`src/rtl/inst_fetch_stage.sv`:
```
// inst_fetch_stage
//   IF stage plus IF/ID pipeline register of a 5-stage MIPS pipeline.
//   Holds the fetch PC and fetches from a variable-latency instruction memory
//   using a req/ready handshake. A returned word is parked in a one-entry
//   buffer when the pipeline cannot take it. The next PC is computed from the
//   redirect request of the instruction currently in ID, so the word being
//   fetched in the same cycle is that instruction's delay slot.
//
// Ports
//   clk, rst             clock, synchronous active-high reset
//   if_en, if_rst        IF stage enable / IF stage reset (PC, fetch state)
//   id_en, id_rst        IF/ID register enable / flush
//   pc_src               next-PC select for the instruction in ID
//   rs_rt_equal          rs==rt for the instruction in ID (branch condition)
//   rs_data_id           forwarded rs value in ID (JR target)
//   imem_req, imem_addr  fetch request and address (address = pc)
//   imem_ready           read data valid this cycle (ignored when imem_req=0)
//   imem_rdata           fetched word
//   inst_id, pc_id       instruction in ID and its address (NOP when invalid)
//   valid_id             inst_id is a real instruction
//   imem_stall           fetch outstanding and data not yet returned
module inst_fetch_stage #(
    parameter logic [31:0] RESET_PC = 32'h0000_0000,
    parameter logic [2:0]  PC_NEXT  = 3'd0,
    parameter logic [2:0]  PC_JUMP  = 3'd1,
    parameter logic [2:0]  PC_JR    = 3'd2,
    parameter logic [2:0]  PC_BEQ   = 3'd3,
    parameter logic [2:0]  PC_BNE   = 3'd4
) (
    input  logic        clk,
    input  logic        rst,
    input  logic        if_en,
    input  logic        if_rst,
    input  logic        id_en,
    input  logic        id_rst,
    input  logic [2:0]  pc_src,
    input  logic        rs_rt_equal,
    input  logic [31:0] rs_data_id,
    output logic        imem_req,
    output logic [31:0] imem_addr,
    input  logic        imem_ready,
    input  logic [31:0] imem_rdata,
    output logic [31:0] inst_id,
    output logic [31:0] pc_id,
    output logic        valid_id,
    output logic        imem_stall
);

    typedef enum logic [0:0] {StFetch, StBuffered} state_t;

    state_t      state_q, state_d;
    logic [31:0] pc_q;
    logic [31:0] buf_q;
    logic [31:0] inst_id_q;
    logic [31:0] pc_id_q;
    logic        valid_id_q;

    logic        avail;
    logic        advance;
    logic        capture;
    logic [31:0] word;
    logic [31:0] next_pc;
    logic [31:0] p4;
    logic [31:0] q4;
    logic [31:0] boff;

    // Handshake and fetch FSM next state.
    always_comb begin
        state_d  = state_q;
        imem_req = 1'b0;
        avail    = 1'b0;
        word     = imem_rdata;
        unique case (state_q)
            StFetch: begin
                imem_req = 1'b1;
                avail    = imem_ready;
            end
            StBuffered: begin
                avail = 1'b1;
                word  = buf_q;
            end
            default: ;
        endcase
        // A reset in the same cycle drops the word rather than loading it.
        advance = avail && if_en && id_en && !if_rst && !rst;
        capture = (state_q == StFetch) && imem_ready && !advance;
        if (capture) begin
            state_d = StBuffered;
        end else if ((state_q == StBuffered) && advance) begin
            state_d = StFetch;
        end
    end

    // Next PC. Redirects belong to the instruction in ID, so they only apply
    // when that instruction is valid.
    always_comb begin
        p4      = pc_q + 32'd4;
        q4      = pc_id_q + 32'd4;
        boff    = {{14{inst_id_q[15]}}, inst_id_q[15:0], 2'b00};
        next_pc = p4;
        if (valid_id_q) begin
            case (pc_src)
                PC_NEXT: next_pc = p4;
                PC_JUMP: next_pc = {q4[31:28], inst_id_q[25:0], 2'b00};
                PC_JR:   next_pc = {rs_data_id[31:2], 2'b00};
                PC_BEQ:  next_pc = rs_rt_equal ? (q4 + boff) : p4;
                PC_BNE:  next_pc = !rs_rt_equal ? (q4 + boff) : p4;
                default: next_pc = p4;
            endcase
        end
    end

    // IF stage state: PC, fetch FSM and the one-word return buffer.
    always_ff @(posedge clk) begin
        if (rst || if_rst) begin
            state_q <= StFetch;
            pc_q    <= RESET_PC;
            buf_q   <= 32'h0;
        end else begin
            state_q <= state_d;
            if (advance) begin
                pc_q <= next_pc;
            end
            if (capture) begin
                buf_q <= imem_rdata;
            end
        end
    end

    // IF/ID pipeline register. The flush wins over a load; pc_id is left as is
    // on a flush because it is meaningless while valid_id is low.
    always_ff @(posedge clk) begin
        if (rst) begin
            inst_id_q  <= 32'h0;
            pc_id_q    <= 32'h0;
            valid_id_q <= 1'b0;
        end else if (id_rst) begin
            inst_id_q  <= 32'h0;
            valid_id_q <= 1'b0;
        end else if (advance) begin
            inst_id_q  <= word;
            pc_id_q    <= pc_q;
            valid_id_q <= 1'b1;
        end
    end

    assign imem_addr  = pc_q;
    assign imem_stall = (state_q == StFetch) && !imem_ready;
    assign inst_id    = inst_id_q;
    assign pc_id      = pc_id_q;
    assign valid_id   = valid_id_q;

endmodule
```
`config.mk`:
```
export PLATFORM = sky130hd
export DESIGN_NAME = inst_fetch_stage
export DESIGN_NICKNAME = d
export VERILOG_FILES = /design/src/rtl/inst_fetch_stage.sv
export SDC_FILE = /design/constraint.sdc
export NUM_CORES = 1
export LEC_CHECK = 0
export CAP_MARGIN = 20
export CORE_UTILIZATION = 52
export DETAILED_ROUTE_END_ITERATION = 10
export GPL_ROUTABILITY_DRIVEN = 0
export HOLD_SLACK_MARGIN = 0.08
export MAX_ROUTING_LAYER = met4
export PLACE_DENSITY = 0.8
export SLEW_MARGIN = 30
export SYNTH_ARGS = -nofsm -noshare
export SYNTH_HDL_FRONTEND = slang
export SYNTH_SLANG_ARGS = --single-unit
```
`constraint.sdc`:
```
create_clock -name clk -period 3.85 [get_ports clk]
set_clock_uncertainty 0.05 [all_clocks]
set_input_delay 1.155 -clock clk [delete_from_list [all_inputs] [get_ports clk]]
set_output_delay 1.155 -clock clk [all_outputs]
set_load 0.01 [all_outputs]
```
* After elaboration in Yosys (flattened, before gate mapping)
Cells that the tools add are included.
Storage, ports and cells: latch bits 0, memory bits (read-only) 0, RAM bits 0, memories kept 0, logic and storage cells 40, output and inout port bits 99, input bits 75, flip-flop bits (word level) 130
Operators by class: add/sub/neg operators 3, eq/ne operators 4, order comparisons 0, shifts and indexed selects 0, reductions and logical operators 16, div/mod/pow operators 0, multiply operators 0, bitwise gates (word level) 2, mux-type cells 9
Operators with widths (number):
- $mux 32 | 4
- $pmux 32 s4 | 1
- $add 32x3->32 const B | 2
- $add 32x32->32 | 1
- $logic_and 1x1->1 | 8
- $eq 3x2->1 const B | 2
- $logic_not 1->1 | 4
- $eq 3x1->1 const B | 1
- $eq 3x3->1 const B | 1
- $mux 1 | 3
- $not 1->1 | 2
- $pmux 1 s2 | 1
- $reduce_and 2->1 | 1
- $reduce_bool 2->1 | 1
- $reduce_or 2->1 | 1
- $logic_or 1x1->1 | 1

* Logic depth before layout (Yosys ltp)
Gate-level depths: netlist of the first run.
word-level depth 9, depth in mapped cells 16

* Least setup slack after synthesis of the first run
Ideal clock, no wire load.
kind reg-to-reg, start point register pc_id_q[2], in the netlist pc_id[2], end point register pc_q[30], in the netlist imem_addr[30], stages on the path, launching flop included 16, arrival time 3.156 ns, path slack 0.575 ns, library setup time 0.069 ns, period minus slack after synthesis 3.275 ns, data required time 3.731 ns, cell sequence dfxtp_1 ha_1 and3_1 nand4_1 or2_2 xnor2_1 ha_1 clkbuf_1 nand2_1 o21ai_1 a21oi_1 nor2_1 a2111oi_0 a21oi_1 mux2_1 o21ai_1
On the way: word-level cells in the longest chain between the ends 5, elaborated cells on any way between the ends 6, classes of those cells add/sub: 2; mux: 4
Ends and longest elaborated chain:
- start: declaration | RTL line 55 | logic [31:0] pc_id_q;
- start signal: assignment | RTL line 142 | pc_id_q <= pc_q;
- $add 32x3->32 (*) | RTL line 98 | q4 = pc_id_q + 32'd4;
- $add 32x32->32 | RTL line 106, 107
- $mux 32 (on tied branches) | RTL line 107, 106
- $pmux 32 s4 (*) | RTL line 102 | case (pc_src)
- $mux 32 (*) | RTL line 101 | if (valid_id_q) begin
- end signal: assignment | RTL line 122 | pc_q <= next_pc;
- end: declaration | RTL line 52 | logic [31:0] pc_q;
Mark *: on every way between the ends. The rest lies on a longest branch, timed or not. A chain may end at the register's enable or synchronous reset.

* Worst setup path after layout of the first run
start point register pc_id_q[3], in the netlist pc_id[3], end point register pc_q[20], in the netlist imem_addr[20]
On the way: word-level cells in the longest chain between the ends 5, elaborated cells on any way between the ends 6, classes of those cells add/sub: 2; mux: 4
Ends and longest elaborated chain (RTL line):
- $add 32x3->32 (*) | 98
- $add 32x32->32 (*) | 106, 107
- $mux 32 (on tied branches) | 107, 106
- $pmux 32 s4 (*) | 102
- $mux 32 (*) | 101
Marked as above.

==> results of run 1 <==
[registers in the layout (all words and copies together), names as in the netlist]
register   flops
pc_id         32
buf_q         32
state_q        1
valid_id       1
inst_id       32
imem_addr     32
[logic make-up (layout without fill, tap and decap cells)]
family,Yosys count,count (layout),synth area share [%]
adder cells (fa/ha/maj),37,37,5.710
buffers and inverters,81,251,3.994
XOR/XNOR,65,65,7.092
flip-flops,130,130,31.59
multiplexers,37,37,4.556
AO/OA/AOI/OAI,318,318,24.54
AND/OR/NAND/NOR,388,388,22.52
[area by class of cell]
| type | instances | share of cell area, % |
|---|---|---|
| clock buffers | 20 | 4.216 |
| inverters | 16 | 0.5545 |
| clock inverters | 11 | 1.213 |
| multi-input cells | 845 | 49.19 |
| well taps | 211 | 2.437 |
| flip-flops and latches | 130 | 24.07 |
| repair buffers | 204 | 18.32 |
[worst register-to-register path, cell delays in order (launching register included)]
cell,delay (ns)
dfxtp_1,0.44
ha_1,0.23
and3_1,0.25
nand4_1,0.27
nor2_1,0.20
xor2_1,0.19
ha_1,0.32
and2_1,0.18
a221oi_1,0.31
o21ai_1,0.25
o2111ai_1,0.30
nand2_1,0.17
xor2_1,0.19
a31o_1,0.22
[stage by stage]
step | setup slack, ns | area, um^2 | power, mW
after floorplan | 0.5748 | 8239 | 1.524
after global placement | 0.3011 | 10240 | 1.660
after detailed placement | 0.1889 | 10240 | 1.663
after CTS | 0.1281 | 10830 | 3.255
after global routing | 0.008737 | 10830 | 3.343
final | 0.1938 | 10830 | 3.259
[power groups by stage]
stage | logic, mW | registers (mW) | clock network (mW)
after floorplan | 0.123 | 1.40 | 0
after global placement | 0.257 | 1.40 | 0
final | 0.263 | 1.37 | 1.62
after CTS | 0.261 | 1.37 | 1.62
after detailed placement | 0.260 | 1.40 | 0
after global routing | 0.282 | 1.38 | 1.69
[placed cells by master (no fill, tap or decap), drive strengths merged, types with 4 or more instances in the layout]
master           n
nor3b            6
o22ai           12
xor2            28
xnor2           36
o21a             8
and3            18
inv             17
nand4           20
a21o            15
or2              4
clkinv           5
o21bai           4
nand3           39
nor2b            5
a222oi           5
a21oi          119
dfxtp          130
o221ai           8
clkdlybuf4s50  171
a31oi           10
mux2i           33
o32ai            4
ha              36
and2             8
o21ai           47
and4             8
a22oi           22
nor2            77
a211oi          36
o211ai           5
mux2             4
clkbuf          20
buf             33
nand2          189
[worst min-delay path by stage]
stage / start / to / slack (ns) / cells after the start
after global routing: buf_q[31]$_SDFFE_PP0P_ / buf_q[31]$_SDFFE_PP0P_ / 0.42 / 2
after global placement: buf_q[15]$_SDFFE_PP0P_ / buf_q[15]$_SDFFE_PP0P_ / 0.39 / 2
final: buf_q[3]$_SDFFE_PP0P_ / buf_q[3]$_SDFFE_PP0P_ / 0.40 / 2
after detailed placement: buf_q[20]$_SDFFE_PP0P_ / buf_q[20]$_SDFFE_PP0P_ / 0.40 / 2
after CTS: buf_q[20]$_SDFFE_PP0P_ / buf_q[20]$_SDFFE_PP0P_ / 0.40 / 2
after floorplan: buf_q[0]$_SDFFE_PP0P_ / buf_q[0]$_SDFFE_PP0P_ / 0.39 / 2
[routing by layer]
| metal | wire length (um) | global-route usage (%) |
|---|---|---|
| met2 | 12250 | 51.47 |
| met3 | 2137 | 6.427 |
| met4 | 767 | 13.84 |
| met1 | 10970 | 40.76 |
| met5 | 0 | - |
[what timing repair did]
action	CTS	global route
gates resized for setup	0	4
hold endpoints to repair	0	0
setup endpoints to repair	0	3
==> metrics.csv, run 1 <==
metric,value,unit
status,"complete, no violations",
post-synth top area cell,dfxtp_1,
GRT Util Overall,32.66,%
fillcell total,1304,
Clock Tree Buf Depth,2,
IO Pins,174,
"Max stage delay cell, worst path",dfxtp_1,
num rows,45,
slew margin rel.,54.67,%
final cell count without fillers,1437,
Avg WL per Cell,18.18,um
total wire length,26130,um
combinational share of power,8.1,%
Min Hold Slack,0.4036,ns
first-pass GRT wire length,40250,um
register area,2608,um^2
number of global-route vias before repair,7801,
Tmin final,3.656,ns
Crit. End Element,register,
Worst Tran Pin Value,0.6799,ns
detailed-route vias per instance,5.981,
endpoints failing hold,0,
worst r2r src,pc_id[3]$_SDFFE_PP0P_,
Required @ worst endpoint,4.12,ns
Ant. Diodes,0,
NumNets Final,1326,
P_leak,4.000,nW
most frequent cells after synthesis,"nand2_1 (187), dfxtp_1 (130), a21oi_1 (119)",
Synthesis Warnings,0,
clk_lat worst skew,0.43,ns
worst endpoint data arrival time,3.93,ns
R2R setup slack,0.19,ns
Clock Sinks,130,
worst hold path type,register to register,
# H-tree levels,4,
CP Max Fanout,6,
mean area per synthesized cell,7.802,um^2
share of the synthesized area in the top cell type,31.59,%
CP Buf/Inv Count,0,
Area growth syn-to-layout,31.46,%
clock network fraction of total power,49.8,%
I/O Buffers,171,
Final Util,70.73,%
HPWL Detailed,18940,um
Seq pwr share,42.2,%
Final ANT Viol Nets,0,
setup violators final,0,
CTS root buf,clkbuf_16,
1st-iter DRT viols,907,
via count,8595,
syn nets,1168,
Die ar.,16350,um^2
synth top area cells,"dfxtp_1 (32%), nand2_1 (8.5%), a21oi_1 (7.2%)",
Multi-input gate area,5328,um^2
top-count cell post-synth,nand2_1,
initial antenna violation count,0,
number of cells on the critical path,13,
"Seq/Total Area, Yosys",31.59,%
Final Cycle Share,94.97,%
layout cells sized above 1,8.075,%
synthesis-stage register bit count,130,
setup tns final,0,ns
unrepaired setup endpoints after global routing,no,
internal power,2.477,mW
Worst Reg-to-Reg Cells,13,
largest net degree at the start of global routing,66,
r2r endpoint,imem_addr[20]$_SDFFE_PP0P_,
Core Area,15310,um^2
Yosys cell types,78,
startpoint types,register,
worst vdd ir,0.3351,mV
Most used DFF post-synth,dfxtp_1,
async set-reset flop share out of synthesis,0,%
"Largest stage delay, worst path",0.44,ns
drt drc,0,
Sw Ratio,24.01,%
Post-synth EDFFs,0,
Num CTS Buffers,17,
DIE HEIGHT,127.9,um
PwrDens,300.9,nW/um^2
gr ovfl total,0,
CTS tree,done,
"Hold-fix buffers, CTS",0,
Cells after Synth,1056,
Peak Freq,273.5,MHz
crit path kind,register to register,
die width,127.9,um
Sw Pwr,0.7823,mW
Setup crit end,imem_addr[20]$_SDFFE_PP0P_,
CP Launch Point,pc_id[3]$_SDFFE_PP0P_,
placed cell count,1406,
Max Slew Vio Count,0,
Pre-Repair DR Iteration Count,6,
maxcap violations,0,
CP Cell Sequence,"ha_1, and3_1, nand4_1, nor2_1, xor2_1, ha_1, and2_1, a221oi_1, o21ai_1, o2111ai_1, nand2_1, xor2_1, a31o_1",
area of the mapped netlist,8239,um^2
Top delay family on crit path,compound AO/OA/AOI/OAI gates,
setup bufs post-CTS,0,
Worst-path clk slew,0.06,ns
initial core utilization,53.80,%
No activity file was read; power rests on OpenSTA's default activity.
==> run 2: changes to the inputs <==
- GPL_ROUTABILITY_DRIVEN: 0 -> unset
==> run 2 against run 1 <==
Effect of this change:
- sequential share of layout area is 0.11 points lower
- clock power is 4% higher
- utilization rose by 0.23 points
- final cell count did not move
- sequential power barely moved
- first-iteration DRC count fell by 14%
- worst hold slack hardly changed
- combinational power about the same
- register-to-register slack better by 0.06 ns
- setup slack better by 0.031 ns
- die area unchanged
- largest cell class unchanged
- largest power group unchanged
- highest routed layer unchanged
==> metrics.csv, run 2 (same netlist as run 1, synthesis figures left out) <==
metric,value,unit,change
status,"complete, no violations",,unchanged
layout cells sized above 1,8.157,%,was 8.075%
Final Cycle Share,94.16,%,was 94.97%
CP Max Fanout,4,,was 6
clk_lat worst skew,0.42,ns,was 0.43 ns
Clock Tree Buf Depth,2,,unchanged
unrepaired setup endpoints after global routing,no,,unchanged
Max Slew Vio Count,0,,unchanged
Avg WL per Cell,18.38,um,was 18.18 um
Peak Freq,275.8,MHz,was 273.5 MHz
most frequent cells in the layout,"nand2_1 (187), clkdlybuf4s50_1 (171), dfxtp_1 (129)",,"was nand2_1 (187), clkdlybuf4s50_1 (171), dfxtp_1 (126)"
GR met3 Demand/Resource,7.179,%,was 6.427%
Required @ worst endpoint,2.64,ns,was 4.12 ns
Ant. Diodes,0,,unchanged
via count,8654,,was 8595
R2R setup slack,0.25,ns,was 0.19 ns
Core Area,15310,um^2,unchanged
slew margin rel.,51.99,%,was 54.67%
Worst Tran Pin Value,0.7175,ns,was 0.6799 ns
Crit. End Element,output pin,,was register
worst endpoint data arrival time,2.42,ns,was 3.93 ns
GR peak layer,met2,,unchanged
PwrDens,305.0,nW/um^2,was 300.9 nW/um^2
Num CTS Buffers,17,,unchanged
slack of the critical path,0.2247,ns,was 0.1938 ns
initial antenna violation count,0,,unchanged
NumNets Final,1325,,was 1326
worst hold path type,register to register,,unchanged
# H-tree levels,4,,unchanged
number of cells on the critical path,3,,was 13
Finished Cell Area,10870,um^2,was 10830 um^2
setup violators final,0,,unchanged
Clock Sinks,130,,unchanged
CTS tree,done,,unchanged
met1 usage,42.03,%,was 40.76%
"Hold-fix buffers, CTS",0,,unchanged
"most common cell after layout, fill and taps aside",nand2_1,,unchanged
Worst Reg-to-Reg Cells,14,,was 13
M2 GR Usage,53.68,%,was 51.47%
CTS root buf,clkbuf_16,,unchanged
startpoint types,input port,,was register
worst vdd ir,0.4101,mV,was 0.3351 mV
num rows,45,,unchanged
total wire length,26420,um,was 26130 um
Area growth syn-to-layout,31.89,%,was 31.46%
HPWL Detailed,18870,um,was 18940 um
drt drc,0,,unchanged
"Largest stage delay, worst path",0.59,ns,was 0.44 ns
Worst path most repeated cell,clkdlybuf4s50_1,,
maxcap violations,0,,unchanged
die width,127.9,um,unchanged
1st-iter DRT viols,782,,was 907
setup tns final,0,ns,unchanged
gr ovfl total,0,,unchanged
"Max stage delay cell, worst path",clkdlybuf4s50_1,,was dfxtp_1
Post-DP Area,10240,um^2,about the same
first-pass GRT wire length,41440,um,was 40250 um
Final ANT Viol Nets,0,,unchanged
Tmin final,3.625,ns,was 3.656 ns
Worst-path clk slew,0.06,ns,about the same
Final Util,70.96,%,was 70.73%
largest net degree at the start of global routing,56,,was 66
WHS Path Cells,2,,unchanged
IO Pins,174,,unchanged
DIE HEIGHT,127.9,um,unchanged
P_leak,4.018,nW,was 4.000 nW
Top delay family on crit path,buffers and inverters,,was compound AO/OA/AOI/OAI gates
GRT Util Overall,33.63,%,was 32.66%
CP Buf/Inv Count,2,,was 0
RePlAce Congestion,0.9313,,
DP Worst Slack,0.2370,ns,was 0.1889 ns
Pre-Repair DR Iteration Count,5,,was 6
Die ar.,16350,um^2,unchanged
endpoints failing hold,0,,unchanged
fillcell total,1266,,was 1304
detailed-route vias per instance,6.022,,was 5.981
initial core utilization,53.80,%,unchanged
I/O Buffers,171,,unchanged
number of global-route vias before repair,7931,,was 7801
crit path kind,input port to output pin,,was register to register
CP Cell Sequence,"clkdlybuf4s50_1, nor2_1, clkdlybuf4s50_1",,"was ha_1, and3_1, nand4_1, nor2_1, xor2_1, ha_1, and2_1, a221oi_1, o21ai_1, o2111ai_1, nand2_1, xor2_1, a31o_1"
run 2: worst paths after layout:
path,startpoint,to
setup / recovery,imem_ready,imem_stall
hold / removal,buf_q[19]$_SDFFE_PP0P_,buf_q[19]$_SDFFE_PP0P_
setup reg to reg,pc_id[3]$_SDFFE_PP0P_,imem_addr[25]$_SDFFE_PP0P_
hold reg to reg,buf_q[19]$_SDFFE_PP0P_,buf_q[19]$_SDFFE_PP0P_
run 2: cell type report:
cell class | count | area [um^2] | area share [%]
Clock buffer | 18 | 429.2 | 3.949
Clock inverter | 14 | 180.2 | 1.658
Inverter | 16 | 60.06 | 0.5527
Multi-Input combinational cell | 845 | 5340 | 49.14
Timing Repair Buffer | 203 | 1989 | 18.31
Tap cell | 211 | 264.0 | 2.429
Sequential cell | 130 | 2604 | 23.96
run 2: layer usage:
| metal | share of wire, % | wire [um] |
|---|---|---|
| met5 | 0 | 0 |
| met4 | 2.2 | 573 |
| met3 | 8.0 | 2110 |
| met2 | 48 | 12590 |
| met1 | 42 | 11140 |
run 2: repair_timing:
item	4_1_cts	5_1_grt
buffers inserted	0	1
hold endpoints to repair	0	0
gates resized for setup	0	5
setup endpoints to repair	0	5
run 2: worst register-to-register path: stages (launching register included):
cell,delay [ns]
dfxtp_1,0.45
ha_1,0.24
and3_1,0.28
nand4_1,0.12
buf_4,0.18
nor2_1,0.11
xor2_1,0.17
ha_1,0.34
a21o_1,0.23
a21o_1,0.18
a21oi_1,0.30
nor2_1,0.08
a211oi_1,0.32
xnor2_1,0.24
o221ai_1,0.17
run 2: per-stage QoR:
step	instances	hold slack [ns]	total power, mW
floorplan	1056	0.3860	1.524
global placement	1404	0.3909	1.659
detailed placement	1404	0.3961	1.663
CTS	1436	0.4045	3.323
global route	1437	0.4163	3.424
finish	1437	0.4039	3.315
run 2: power breakdown:
| group | internal [mW] | leakage, nW | switching (mW) |
|---|---|---|---|
| combinational | 0.128 | 2.67 | 0.136 |
| sequential | 1.36 | 1.05 | 0.0130 |
| clock | 1.03 | 0.297 | 0.648 |
==> run 3: changes to the inputs <==
- ABC_CLOCK_PERIOD_IN_PS: unset -> 3850
==> results of run 3 <==
Final layout, timing and power as in run 2 (identical DEF).
